[config.mk]
export PLATFORM = sky130hd
export DESIGN_NAME = pipe_hazard_ctrl
export DESIGN_NICKNAME = d
export VERILOG_FILES = /design/src/rtl/pipe_hazard_ctrl_pkg.sv /design/src/rtl/pipe_hazard_ctrl_md_scoreboard.sv /design/src/rtl/pipe_hazard_ctrl.sv
export SDC_FILE = /design/constraint.sdc
export NUM_CORES = 1
export LEC_CHECK = 0
export ABC_AREA = 1
export CAP_MARGIN = 20
export CORE_ASPECT_RATIO = 0.75
export CORE_MARGIN = 2
export CORE_UTILIZATION = 50
export CTS_CLUSTER_DIAMETER = 120
export DETAILED_ROUTE_END_ITERATION = 16
export PLACE_DENSITY = 0.92
export SLEW_MARGIN = 20
export SYNTH_ARGS = -nofsm -noshare
export SYNTH_HDL_FRONTEND = slang
export SYNTH_SLANG_ARGS = --single-unit
export TNS_END_PERCENT = 5
[constraint.sdc]
create_clock -name clk -period 5.3 [get_ports clk]
set_clock_uncertainty 0.15 [all_clocks]
set_input_delay 1.06 -clock clk [delete_from_list [all_inputs] [get_ports clk]]
set_output_delay 1.06 -clock clk [all_outputs]
set_load 0.01 [all_outputs]
[src/rtl/pipe_hazard_ctrl_pkg.sv]
// pipe_hazard_ctrl_pkg: shared pipeline encodings and the forwarding-select helper
package pipe_hazard_ctrl_pkg;
  localparam int MD_CYCLES_DEF = 8;
  typedef enum logic [1:0] {FWD_RF = 2'b00, FWD_EALU = 2'b01, FWD_MALU = 2'b10, FWD_MMEM = 2'b11} fwd_e;
  typedef enum logic {RUN = 1'b0, MDBUSY = 1'b1} md_state_e;
  function automatic fwd_e fwd_sel(input logic [4:0] src, input logic [4:0] e_gpr, input logic [4:0] m_gpr,
                                   input logic e_wreg, input logic e_m2reg, input logic m_wreg, input logic m_m2reg);
    return (src == 5'd0) ? FWD_RF :
           (e_wreg && !e_m2reg && e_gpr == src) ? FWD_EALU :
           (m_wreg && m_gpr == src) ? (m_m2reg ? FWD_MMEM : FWD_MALU) : FWD_RF;
  endfunction
endpackage

[src/rtl/pipe_hazard_ctrl_md_scoreboard.sv]
// md_scoreboard: tracks mul/div occupancy and flags the cycle its result becomes valid
module md_scoreboard import pipe_hazard_ctrl_pkg::*; #(
  parameter int MD_CYCLES = MD_CYCLES_DEF
) (
  input  logic clk,
  input  logic rst,
  input  logic start,
  output logic md_busy,
  output logic md_done
);
  localparam logic [4:0] LOAD = 5'(MD_CYCLES - 1);
  md_state_e state;
  logic [4:0] md_cnt;
  always_ff @(posedge clk or negedge rst) begin
    if (!rst) begin
      state <= RUN;
      md_cnt <= '0;
    end else if (start && (state == RUN || md_cnt == 5'd0)) begin
      state <= MDBUSY;
      md_cnt <= LOAD;
    end else if (state == MDBUSY) begin
      if (md_cnt == 5'd0) state <= RUN;
      else md_cnt <= md_cnt - 5'd1;
    end
  end
  assign md_busy = state == MDBUSY;
  assign md_done = md_busy && md_cnt == 5'd0;
endmodule

[src/rtl/pipe_hazard_ctrl.sv]
// pipe_hazard_ctrl: forwarding selects, load-use and mul/div stalls, branch flush
module pipe_hazard_ctrl import pipe_hazard_ctrl_pkg::*; #(
  parameter int MD_CYCLES = MD_CYCLES_DEF
) (
  input  logic        clk,
  input  logic        rst,
  input  logic [4:0]  d_rs,
  input  logic [4:0]  d_rt,
  input  logic        d_use_rs,
  input  logic        d_use_rt,
  input  logic        d_use_hilo,
  input  logic        d_mdstart,
  input  logic        d_branch_taken,
  input  logic        e_wreg,
  input  logic        e_m2reg,
  input  logic [4:0]  e_GPR,
  input  logic        m_wreg,
  input  logic        m_m2reg,
  input  logic [4:0]  m_GPR,
  output logic        pc_wen,
  output logic        fd_wen,
  output logic        de_bubble,
  output logic        fd_flush,
  output logic [1:0]  fwda,
  output logic [1:0]  fwdb,
  output logic        md_busy,
  output logic        md_done,
  output logic [15:0] stall_cnt
);
  logic lu_stall, md_stall, stall;
  always_comb begin
    lu_stall = e_wreg && e_m2reg && e_GPR != 5'd0 &&
               ((d_use_rs && e_GPR == d_rs) || (d_use_rt && e_GPR == d_rt));
    md_stall = md_busy && !md_done && (d_use_hilo || d_mdstart);
    stall = lu_stall || md_stall;
    pc_wen = !stall;
    fd_wen = !stall;
    de_bubble = stall;
    fd_flush = d_branch_taken && !stall;
    fwda = fwd_sel(d_rs, e_GPR, m_GPR, e_wreg, e_m2reg, m_wreg, m_m2reg);
    fwdb = fwd_sel(d_rt, e_GPR, m_GPR, e_wreg, e_m2reg, m_wreg, m_m2reg);
  end
  md_scoreboard #(.MD_CYCLES(MD_CYCLES)) u_md (
    .clk(clk),
    .rst(rst),
    .start(d_mdstart && !stall),
    .md_busy(md_busy),
    .md_done(md_done)
  );
  always_ff @(posedge clk or negedge rst) begin
    if (!rst) stall_cnt <= '0;
    else if (stall && stall_cnt != 16'hFFFF) stall_cnt <= stall_cnt + 16'd1;
  end
endmodule

==> results summary, run 1 <==
The run finished with clean final reports. The row count is 18. The H-tree depth reported by CTS came out at 1.

The critical path's largest stage delay came out at 0.60 ns. The startpoint type of the worst setup path is an input pin. The setup slack after placement came out at 1.03 ns. The worst setup path is captured at an output pin. The part of the cycle the worst path needs came out at between 80% and 90%.

The final cell area excluding filler cells came out at 0.00235 mm². In this run the horizontal extent of the chip is 71.5 µm. The number of failing hold endpoints at the final stage came out at 0. The antenna cell count is 0.

The total via count in the routed design came out at about 1800. The fraction of final layout cells sized beyond drive strength 1 came out at 4.58%. For this run, the number of Yosys warnings is 0.

The initial antenna violation count came out at 0. Of all nets on the critical path, the largest fanout is 16. Dividing the detail-routed wire length by the instance count gives 12.7 µm. TritonCTS created 3 clock buffers. On the critical path, the stage with the largest delay is an instance of clkdlybuf4s50_1. In the post-route analysis, the smallest setup slack over all paths is 0.988 ns. The detailed-router iteration count before antenna repair is 4. In this design, the critical path's most frequently occurring cell is nand2_1. The number of hold buffers added after CTS is 0. The static power due to leakage came out at 1.13 nW. The buffer levels on the longest clock path is 2.

The ratio of total power to cell area is 323 mW/mm². The data required time at the worst endpoint is 4.09 ns. The root buffer selected by CTS is clkbuf_8. The signal on the critical path passes through clkdlybuf4s50_1 -> inv_1 -> nand2_1 -> nand2_1 -> nor2_1 -> nand4_1 -> nand2_1 -> nand2_1 -> nand2_2 -> clkdlybuf4s50_1.

The wire length of the first global-routing pass came out at roughly 7000 µm. The count of cell types in the netlist is 30. The per-instance average area after synthesis is 6.81 µm². On the critical path the largest part of the delay comes from buffers and inverters. The number of nets with antenna violations after routing came out at 0.

The arrival time at the worst endpoint is a little over 3 ns. Using the TritonRoute via totals, the vias-per-cell ratio works out to 5.12. The netlist area before placement came out at 0.00171 mm². The fmax is around 0.23 GHz. The total power consumption of the routed design came out at between 700 and 800 µW. The via count of the first global-routing pass is between 1500 and 2000. The number of buffers and inverters on the critical path came out at 3.

The count of unresolved DRC violations after routing came out at 0. The worst hold path belongs to the class reg2reg. The relative slew slack came out at 67.1%. The total detailed-routing wirelength is 4400 µm. For this configuration, the core starts out at a cell density of 52.0%. The total area inside the core boundary comes to 0.00329 mm². The number of buffers added for setup after CTS came out at 0. The placed instance area came out at roughly 0.0023 mm².

Sequential cells were found to cover 32.2% of the synthesized design area. The number of filler cells placed in the layout came out at 260. The clock-pin slew on the worst setup and hold paths is 0.08 ns. Summed over all nets, the half-perimeter wirelength after detailed placement is around 3500 µm. The global-route congestion overflow total came out at 0. The final count of pins violating max slew came out at 0.

The maximum number of pins on one net before global-route repair is 23. The height of the die came out at 54.7 µm. The global-route usage over all layers came out at about a quarter. The clock reaches the later pin of the worst-skew pair after between 0.2 and 0.3 ns. The count of buffers inserted at the top-level ports is 56.

The area growth from synthesis to layout came out at 37.3%. At the pin with the least slew margin, the transition time is 0.493 ns. The maximum vdd drop came out at 0.000209 V. Setup repair after global routing left no endpoint under its margin. The full die area is 0.00391 mm².

Once the clock tree was built, the resizer swapped 0 gates to a different size. The final total negative setup slack came out at 0 ns. The clock sink total came out at 22.

TritonCTS built the clock tree. The critical path is of the in2out type. Routability-driven placement finished with a final weighted congestion of 0.929. The number of placed I/O pins is 57. The net count of the mapped netlist came out at ~290. Setup violations remaining at the end of the flow were counted as 0. The time the worst path needs with I/O delays and setup came out at 4.31 ns. The first-iteration detailed-routing DRC count is between 100 and 150. After the last flow step, the layout net total stands at 341. After technology mapping, the gate count stands at 251. For this run, the share of the core covered by cells in the final layout is between 70% and 80%.

The number of maximum-capacitance constraint violations came out at 0. The number of storage elements in the synthesis netlist came out at 22.
[worst reg2reg max path, delay by kind of cell, from the launching register on]
| family | cells | cell delay [ns] |
|---|---|---|
| AND/OR/NAND/NOR | 7 | 1.38 |
| flip-flops | 1 | 0.42 |
| adder cells (fa/ha/maj) | 1 | 0.23 |
| AO/OA/AOI/OAI | 1 | 0.08 |
[cell usage in the layout, fill, tap and decap left out, types with 5 or more instances in the layout]
cell type        synthesis  final
clkdlybuf4s50_1          0     55
dfrtp_1                 22     22
inv_1                   37     37
nand2_1                 82     82
nand3_1                 22     22
nand4_1                  5      5
nor2_1                  17     17
nor3_1                   8      8
xnor2_1                  9      9
xor2_1                  11     11
[registers in the layout, summed over array words and instances, names as in the netlist]
signal / cells
stall_cnt: 16
u_md.md_busy: 1
u_md.md_cnt: 5
[cells in the mapped netlist, drive strengths merged]
master / n / area share, %
nand4: 6 / 2.6
nor2: 19 / 4.8
ha: 3 / 2.2
a211oi: 1 / 0.44
buf: 5 / 2.3
nor3: 10 / 3.5
o211ai: 2 / 0.88
dfrtp: 22 / 32
or2: 1 / 0.37
nor4: 2 / 0.73
o21bai: 1 / 0.44
nand3b: 2 / 0.88
nand3: 23 / 7.0
xnor2: 9 / 4.6
o22ai: 3 / 1.1
o21ai: 8 / 2.6
inv: 37 / 8.1
xor2: 11 / 5.6
nand2: 84 / 19
o32ai: 2 / 1.0
[layer usage]
layer	routed length [µm]	global-route usage, %	vias up
met3	254	4.05	6
met2	1940	36.0	62
met1	2140	34.9	796
met4	60	4.09	0
met5	0	0	-
li1	-	-	908
[final cells by class]
class / instances / area [µm²] / area share (%)
clock buffers: 3 / 41.3 / 1.76
repair buffers: 56 / 556 / 23.7
inverters: 37 / 139 / 5.91
flip-flops and latches: 22 / 551 / 23.4
multi-input cells: 187 / 982 / 41.8
well taps: 40 / 50.0 / 2.13
clock inverters: 1 / 30.0 / 1.28
[power by group]
part	switching [mW]	leakage (nW)	total [mW]	internal [mW]
combinational	0.182	0.805	0.345	0.164
sequential	0.0437	0.287	0.256	0.212
clock	0.0552	0.0357	0.156	0.101
total	0.281	1.13	0.757	0.477
[kinds of logic (layout without fill, tap and decap cells)]
group | Yosys count | count (layout) | synth area share (%)
simple gates | 147 | 147 | 38.6
buf+inv | 42 | 97 | 10.4
flops | 22 | 22 | 32.2
xor+xnor | 20 | 20 | 10.2
compound gates | 17 | 17 | 6.44
fa+ha+maj | 3 | 3 | 2.19
[metrics by stage]
step	hold slack (ns)	cells
after floorplan	0.299	251
after global placement	0.312	342
after detailed placement	0.324	342
after CTS	0.346	346
after global routing	0.379	346
final	0.340	346
[worst paths after layout]
kind	endpoint	startpoint	slack [ns]	cells after the start
worst max-delay path	de_bubble	e_GPR[3]	0.99	10
worst min-delay path	u_md.md_cnt[0]	u_md.md_cnt[0]	0.34	2
worst max register to register	stall_cnt[6]	stall_cnt[0]	2.97	9
worst min register to register	u_md.md_cnt[0]	u_md.md_cnt[0]	0.34	2
max in group asynchronous	stall_cnt[12]	rst	4.06	1
min in group asynchronous	u_md.md_cnt[2]	rst	0.60	1
(Power assumes the default switching activity.)
==> run 2, diff against run 1 <==
--- a/config.mk
+++ b/config.mk
@@ -9,10 +9,10 @@
 export CAP_MARGIN = 20
 export CORE_ASPECT_RATIO = 0.75
 export CORE_MARGIN = 2
-export CORE_UTILIZATION = 50
+export CORE_UTILIZATION = 46
 export CTS_CLUSTER_DIAMETER = 120
 export DETAILED_ROUTE_END_ITERATION = 16
-export PLACE_DENSITY = 0.92
+export PLACE_DENSITY = 0.86
 export SLEW_MARGIN = 20
 export SYNTH_ARGS = -nofsm -noshare
 export SYNTH_HDL_FRONTEND = slang
==> constraint.sdc (replaced) <==
create_clock -name clk -period 4.5 [get_ports clk]
set_clock_uncertainty 0.15 [all_clocks]
set_input_delay 0.9 -clock clk [delete_from_list [all_inputs] [get_ports clk]]
set_output_delay 0.9 -clock clk [all_outputs]
set_load 0.01 [all_outputs]
==> run 2 against run 1 <==
Compared with the run above:
- non-clock buffer count unchanged
- sequential share of layout area fell by 0.15 points
- via count is 1.2% lower
- clock power grew 19%
- critical path depth is the same
- wire length down 1.1%
- hold slack worse by 0.0019 ns
==> results summary, run 2 (synthesis gave the netlist of run 1 again) <==
The count of unresolved DRC violations after routing came out at 0. Counting stages on the worst path, the most repeated cell is nand2_1. The ratio of total power to cell area came out at roughly 380 mW/mm². The number of buffers and inverters on the critical path came out at 3. The clock-pin slew on the worst setup and hold paths came out at about 0.08 ns.

The average wire per cell in the routed design is 12.1 µm. The antenna cell count is 0. The number of failing hold endpoints at the final stage is 0. The detailed placement HPWL is 3570 µm.

The number of nets with antenna violations after routing came out at 0. The number of hold buffers added after CTS is 0. The worst hold path belongs to the class reg2reg. For the pin with the worst max-slew slack, the measured transition is 0.485 ns.

The final count of pins violating max slew is 0. The global-route congestion overflow total came out at 0. The number of cells upsized or downsized after cts came out at 0. At the end of routability-driven placement, the weighted congestion stood at about 0.94. The arrival time at the worst endpoint came out at 2.90 ns. The number of flip-flops in the largest register is 16. The worst setup path is of the in2out kind.

The count of non-filler cells in the finished layout came out at 358. TritonCTS built the clock tree. The count of buffers inserted at the top-level ports is 56. The highest net fanout along the worst path came out at 16. The initial core utilization came out at a little under half. Traced cell by cell, the critical path runs through clkdlybuf4s50_1 -> inv_1 -> nand2_1 -> nand2_1 -> nor2_1 -> nand4_1 -> nand2_1 -> nand2_1 -> nand2_2 -> clkdlybuf4s50_1.

The die boundary width is between 70 and 80 µm. The wire length of the first global-routing pass is 7310 µm. The area growth from synthesis to layout came out at 38.2%. Pin placement for this block handled 57 I/O pins.

The fraction of final layout cells sized beyond drive strength 1 came out at under 10%. The dominant delay contributor by cell family on the critical path is buffers and inverters. The detailed-router iteration count before antenna repair is 4.

Entering global routing, the biggest net connects 23 pins. The die covers 0.00423 mm². The routed via count divided by cell count is 4.89. In the global route stage, overall resource usage came out at 22.3%. The part of the cycle the worst path needs came out at between 80 and 90%.

Setup violations remaining at the end of the flow were counted as 0. The register with the most flip-flops in the final layout is stall_cnt. The setup slack after placement is between 0.5 and 0.6 ns. STA classifies the critical path endpoint as an output pin.

Leaving out fill and tap cells, the most frequent cell in the layout is nand2_1. The clock passes through at most 2 buffers. For this block, the initial DRC count from the detailed router was 159. The maximum vdd drop came out at 0.000276 V. After detailed routing, the total wire length is 4350 µm. The initial antenna violation count is 0. Clock latency on the worst-skew pair, taken at its later pin, is 0.27 ns. The number of buffers added for setup after CTS is 0. TritonCTS created 3 clock buffers. The worst path setup slack after routing came out at ~0.55 ns. The run finished with clean final reports. For this design, the slowest cell found on the critical path is clkdlybuf4s50_1. The fmax came out at 0.253 GHz.

In the layout the commonest cells are nand2_1 (82), clkdlybuf4s50_1 (55), inv_1 (37), nand3_1 (22), dfrtp_1 (22). The relative slew slack is approximately two thirds. The static power due to leakage came out at 1.13 nW. The critical path's largest stage delay came out at 0.60 ns. After floorplanning, the core was divided into 19 placement rows. The number of filler cells placed in the layout came out at 332.

The number of nets in the layout is 341. The placeable core region is 0.00361 mm². The clock period could shrink to 3.95 ns. The worst setup path is launched from an input pin. The number of maximum-capacitance constraint violations came out at 0.

The total via count in the routed design is 1750. The height of the die came out at ~57 µm. The H-tree depth reported by CTS is 1. The final total negative setup slack came out at 0 ns. Summing internal, switching and leakage power gives 895 µW. Clock tree synthesis selected as its root buffer the cell clkbuf_8. Setup repair after global routing left no endpoint under its margin. The clock sink total came out at 22. The via count of the first global-routing pass was roughly 1600. The number of instances in the placed design came out at 354.

At the worst endpoint, the required time is 3.45 ns.
==> run 2: cell counts in the layout (fill, tap and decap cells not counted) <==
Identical to the previous run, type by type.
==> run 2: final cells by class <==
type	instances	area, µm²	area share, %
Inverter	37	139	5.88
Sequential cell	22	551	23.3
Clock inverter	1	30.0	1.27
Multi-Input combinational cell	187	982	41.6
Timing Repair Buffer	56	556	23.5
Tap cell	52	65.1	2.75
Clock buffer	3	41.3	1.75
==> run 2: tightest hold or removal path, cell delays in order, from the launching register on <==
cell	delay (ns)
dfrtp_1	0.35
nand2_1	0.05
nand2_1	0.06
==> run 2: final timing paths <==
path / startpoint / to / slack, ns / cells after the start
max in group asynchronous: rst / stall_cnt[4] / 3.43 / 1
max reg2reg: stall_cnt[0] / stall_cnt[2] / 2.21 / 9
min: u_md.md_cnt[0] / u_md.md_cnt[0] / 0.34 / 2
min in group asynchronous: rst / u_md.md_cnt[4] / 0.43 / 1
min reg2reg: u_md.md_cnt[0] / u_md.md_cnt[0] / 0.34 / 2
max: e_GPR[3] / de_bubble / 0.55 / 10
==> run 2: where the power goes <==
group / switching [mW] / internal, mW
Combinational: 0.216 / 0.193
Sequential: 0.0502 / 0.250
Clock: 0.0667 / 0.119
Total: 0.333 / 0.562
==> run 2: stage by stage <==
stage / instance area (µm²) / util (%) / hold slack [ns]
floorplan: 1710 / - / 0.299
global placement: 2300 / 63.6 / 0.312
detailed placement: 2300 / 63.6 / 0.325
CTS: 2370 / 65.5 / 0.345
global route: 2360 / 65.4 / 0.364
finish: 2360 / 65.4 / 0.338
==> run 2: layer usage <==
metal | GRT usage (%) | vias up | part of all wire (%)
met5 | 0 | - | 0
met4 | 4.59 | 0 | 0.87
met3 | 4.31 | 4 | 5.9
met2 | 32.9 | 66 | 44
met1 | 33.7 | 773 | 49
li1 | - | 907 | -
==> run 3, diff against run 2 <==
--- a/config.mk
+++ b/config.mk
@@ -9,10 +9,10 @@
 export CAP_MARGIN = 20
 export CORE_ASPECT_RATIO = 0.75
 export CORE_MARGIN = 2
-export CORE_UTILIZATION = 46
+export CORE_UTILIZATION = 50
 export CTS_CLUSTER_DIAMETER = 120
 export DETAILED_ROUTE_END_ITERATION = 16
-export PLACE_DENSITY = 0.86
+export PLACE_DENSITY = 0.92
 export SLEW_MARGIN = 20
 export SYNTH_ARGS = -nofsm -noshare
 export SYNTH_HDL_FRONTEND = slang
==> constraint.sdc (replaced) <==
create_clock -name clk -period 5.1 [get_ports clk]
set_clock_uncertainty 0.15 [all_clocks]
set_input_delay 1.02 -clock clk [delete_from_list [all_inputs] [get_ports clk]]
set_output_delay 1.02 -clock clk [all_outputs]
set_load 0.01 [all_outputs]
==> run 3 against run 2 <==
Compared with the run above:
- global-route usage increased by 2.1 points
- via count is 3.1% higher
- combinational power is 11% lower
- non-clock buffer count is the same
- register-to-register slack better by 0.57 ns
- wire length increased by 2.0%
- hold slack better by 0.0020 ns
- largest power group unchanged
==> results summary, run 3 (synthesis gave the netlist of run 1 again) <==
The TritonCTS clock tree is yes. At the end of routability-driven placement, the weighted congestion stood at 0.979. The final total negative setup slack is 0 ns. The full die area is 0.00391 mm². The static power due to leakage came out at about 1.1 nW. The total internal power came out at 459 µW. Counting cells, the worst reg-to-reg path comes to 9. The register with the most flip-flops in the layout has 16 of them.

The area growth from synthesis to layout came out at 36.4%. In this run the critical register-to-register path is captured at stall_cnt[15]. The startpoint type of the worst setup path is an input pin. In this run the critical register-to-register path is launched from stall_cnt[0].

The average wire per cell in the routed design is 12.8 µm. The global-route usage over all layers came out at 24.4%. The total via count in the routed design came out at 1805. Cells fill 70.9% of the core in the end.

The detailed placement HPWL came out at 3570 µm. The number of cells upsized or downsized after cts is 0. The filler cells instantiated in the layout total 284. The critical path in this run is classified as in2out. The row count is 18.

For this run, the detailed router's first-pass iteration total came to 4. Tracing the worst setup path back leads to its startpoint at e_GPR[3]. The ratio of total power to cell area is 324 mW/mm². Of the available clock period, the critical path in the final layout requires 82.7%.

The number of failing hold endpoints at the final stage is 0. The count of buffers inserted at the top-level ports came out at 56. The count of non-filler cells in the finished layout is 346. The area of the multi-input gates is 982 µm².

In this run, the number of DRC markers left after iteration 0 of detailed routing was roughly 180. The leading cell type in the layout, fill and taps excluded is nand2_1. The share of total power in the clock network came out at 16.6%. The arrival time at the worst endpoint is 3.05 ns. Measured along the y axis, the die boundary spans 54.7 µm. The number of nets in the layout came out at between 300 and 400. The relative slew slack came out at between 60 and 70%. The fmax came out at 0.237 GHz. The register with the most flip-flops in the final layout is stall_cnt. The maximum vdd drop is 0.000218 V. Setup repair after global routing left no endpoint under its margin. In this run the deepest clock path goes through 2 buffers.

The maximum number of pins on one net before global-route repair is 23. In the layout the commonest cells are nand2_1 (82), clkdlybuf4s50_1 (55), inv_1 (37), nand3_1 (22), dfrtp_1 (22). Setup violations remaining at the end of the flow were counted as 0.

The highest net fanout along the worst path is 3. The number of maximum-capacitance constraint violations came out at 0. The insertion delay to the later sink of the worst-skew pair is 0.26 ns.

The final count of pins violating max slew is 0. The slew at the pin closest to its max-slew limit is between 0.4 and 0.5 ns. The initial antenna violation count is 0.

The total detailed-routing wirelength came out at 4440 µm. The clock-pin slew on the worst setup and hold paths is about 0.080 ns. Sequential cells account for 35.3% of the total power. The root buffer cell chosen for the clock tree is clkbuf_8. The routed via count divided by cell count came out at 5.22.

The clock sink total came out at 22. The H-tree depth reported by CTS is 1. The placeable core region came out at 0.00329 mm².

In this run the remaining antenna-violating nets after routing total 0. The share of total power consumed by net switching is 39.3%. Of the total power, combinational logic draws around half. Post-CTS timing repair inserted 0 buffers for setup.

The worst hold path belongs to the class reg2reg. The post-route netlist has 4.58% of its cells at a drive strength greater than 1. The time the worst path needs with I/O delays and setup is 4.22 ns. The repair_antennas step left the layout with diodes totalling 0. The number of placed I/O pins is 57. The capture endpoint of the worst hold path is u_md.md_cnt[0]. STA classifies the critical path endpoint as an output pin. In this run the most critical hold path is launched from u_md.md_cnt[0].

The floorplan step set the die width to 71.5 µm. Once the floorplan was initialized, standard cells occupied between 50% and 60% of the core. The total power consumption of the routed design came out at roughly 760 µW. The count of unresolved DRC violations after routing came out at 0.

Summing all flip-flop and latch instances after layout gives 551 µm². The worst hold path passes through 2 cells. The total clock buffers created by CTS came out at 3. The setup slack of the worst register-to-register path came out at 2.78 ns. The number of instances in the placed design came out at around 340. The via count of the first global-routing pass is ~1600.

The global-route congestion overflow total is 0. The flow ran to the end, and the final reports show no timing, DRC or antenna violations. The power dissipated by switching net loads came out at 297 µW. In this run, post-CTS hold repair placed 0 buffers. The data required time at the worst endpoint is 3.93 ns. The first global-routing pass estimated 7360 µm of wire.
## run 3: changes by cell type in the layout (fill, tap and decap cells not counted)
cell and delta:
clkbuf_8 +1, bufinv_16 -1
## run 3: worst max-delay path: stages
cell and delay, ns:
clkdlybuf4s50_1 0.52, inv_1 0.09, nand2_1 0.06, nand2_1 0.05
nor2_1 0.18, nand3_1 0.14, o32ai_1 0.36, clkdlybuf4s50_1 0.63
## run 3: through the flow
stage                     worst slack [ns]  cell area, µm²  hold WS [ns]
after floorplan                       1.91            1710         0.299
after global placement               0.952            2280         0.312
after detailed placement             0.904            2280         0.325
after CTS                            0.893            2340         0.345
after global routing                 0.693            2330         0.374
final                                0.883            2330         0.340
## run 3: per-layer routing
metal,global-route usage (%),routed length (µm),vias up
met5,0,0,-
met4,4.72,40,0
met3,3.31,222,4
met2,37.5,1980,50
met1,36.9,2190,842
li1,-,-,909
## run 3: layout make-up
| type | count | area share [%] |
|---|---|---|
| inverter | 37 | 5.95 |
| clock buffer | 4 | 2.36 |
| tap | 40 | 2.15 |
| sequential | 22 | 23.6 |
| timing repair buffer | 56 | 23.8 |
| multi-input combinational | 187 | 42.1 |
## run 3: power by group through the flow
stage | clock network [mW] | registers, mW | logic (mW)
2_1_floorplan | 0 | 0.273 | 0.223
3_3_place_gp | 0 | 0.267 | 0.354
3_5_place_dp | 0 | 0.270 | 0.363
4_1_cts | 0.129 | 0.266 | 0.366
5_1_grt | 0.135 | 0.273 | 0.410
6_report | 0.125 | 0.267 | 0.364
## run 3: worst max-delay path by stage
| stage | slack (ns) | end | cells after the start |
|---|---|---|---|
| 2_1_floorplan | 1.91 | pc_wen | 10 |
| 3_3_place_gp | 0.95 | de_bubble | 10 |
| 3_5_place_dp | 0.90 | de_bubble | 10 |
| 4_1_cts | 0.89 | de_bubble | 10 |
| 5_1_grt | 0.69 | fd_wen | 11 |
| 6_report | 0.88 | fwdb[0] | 8 |
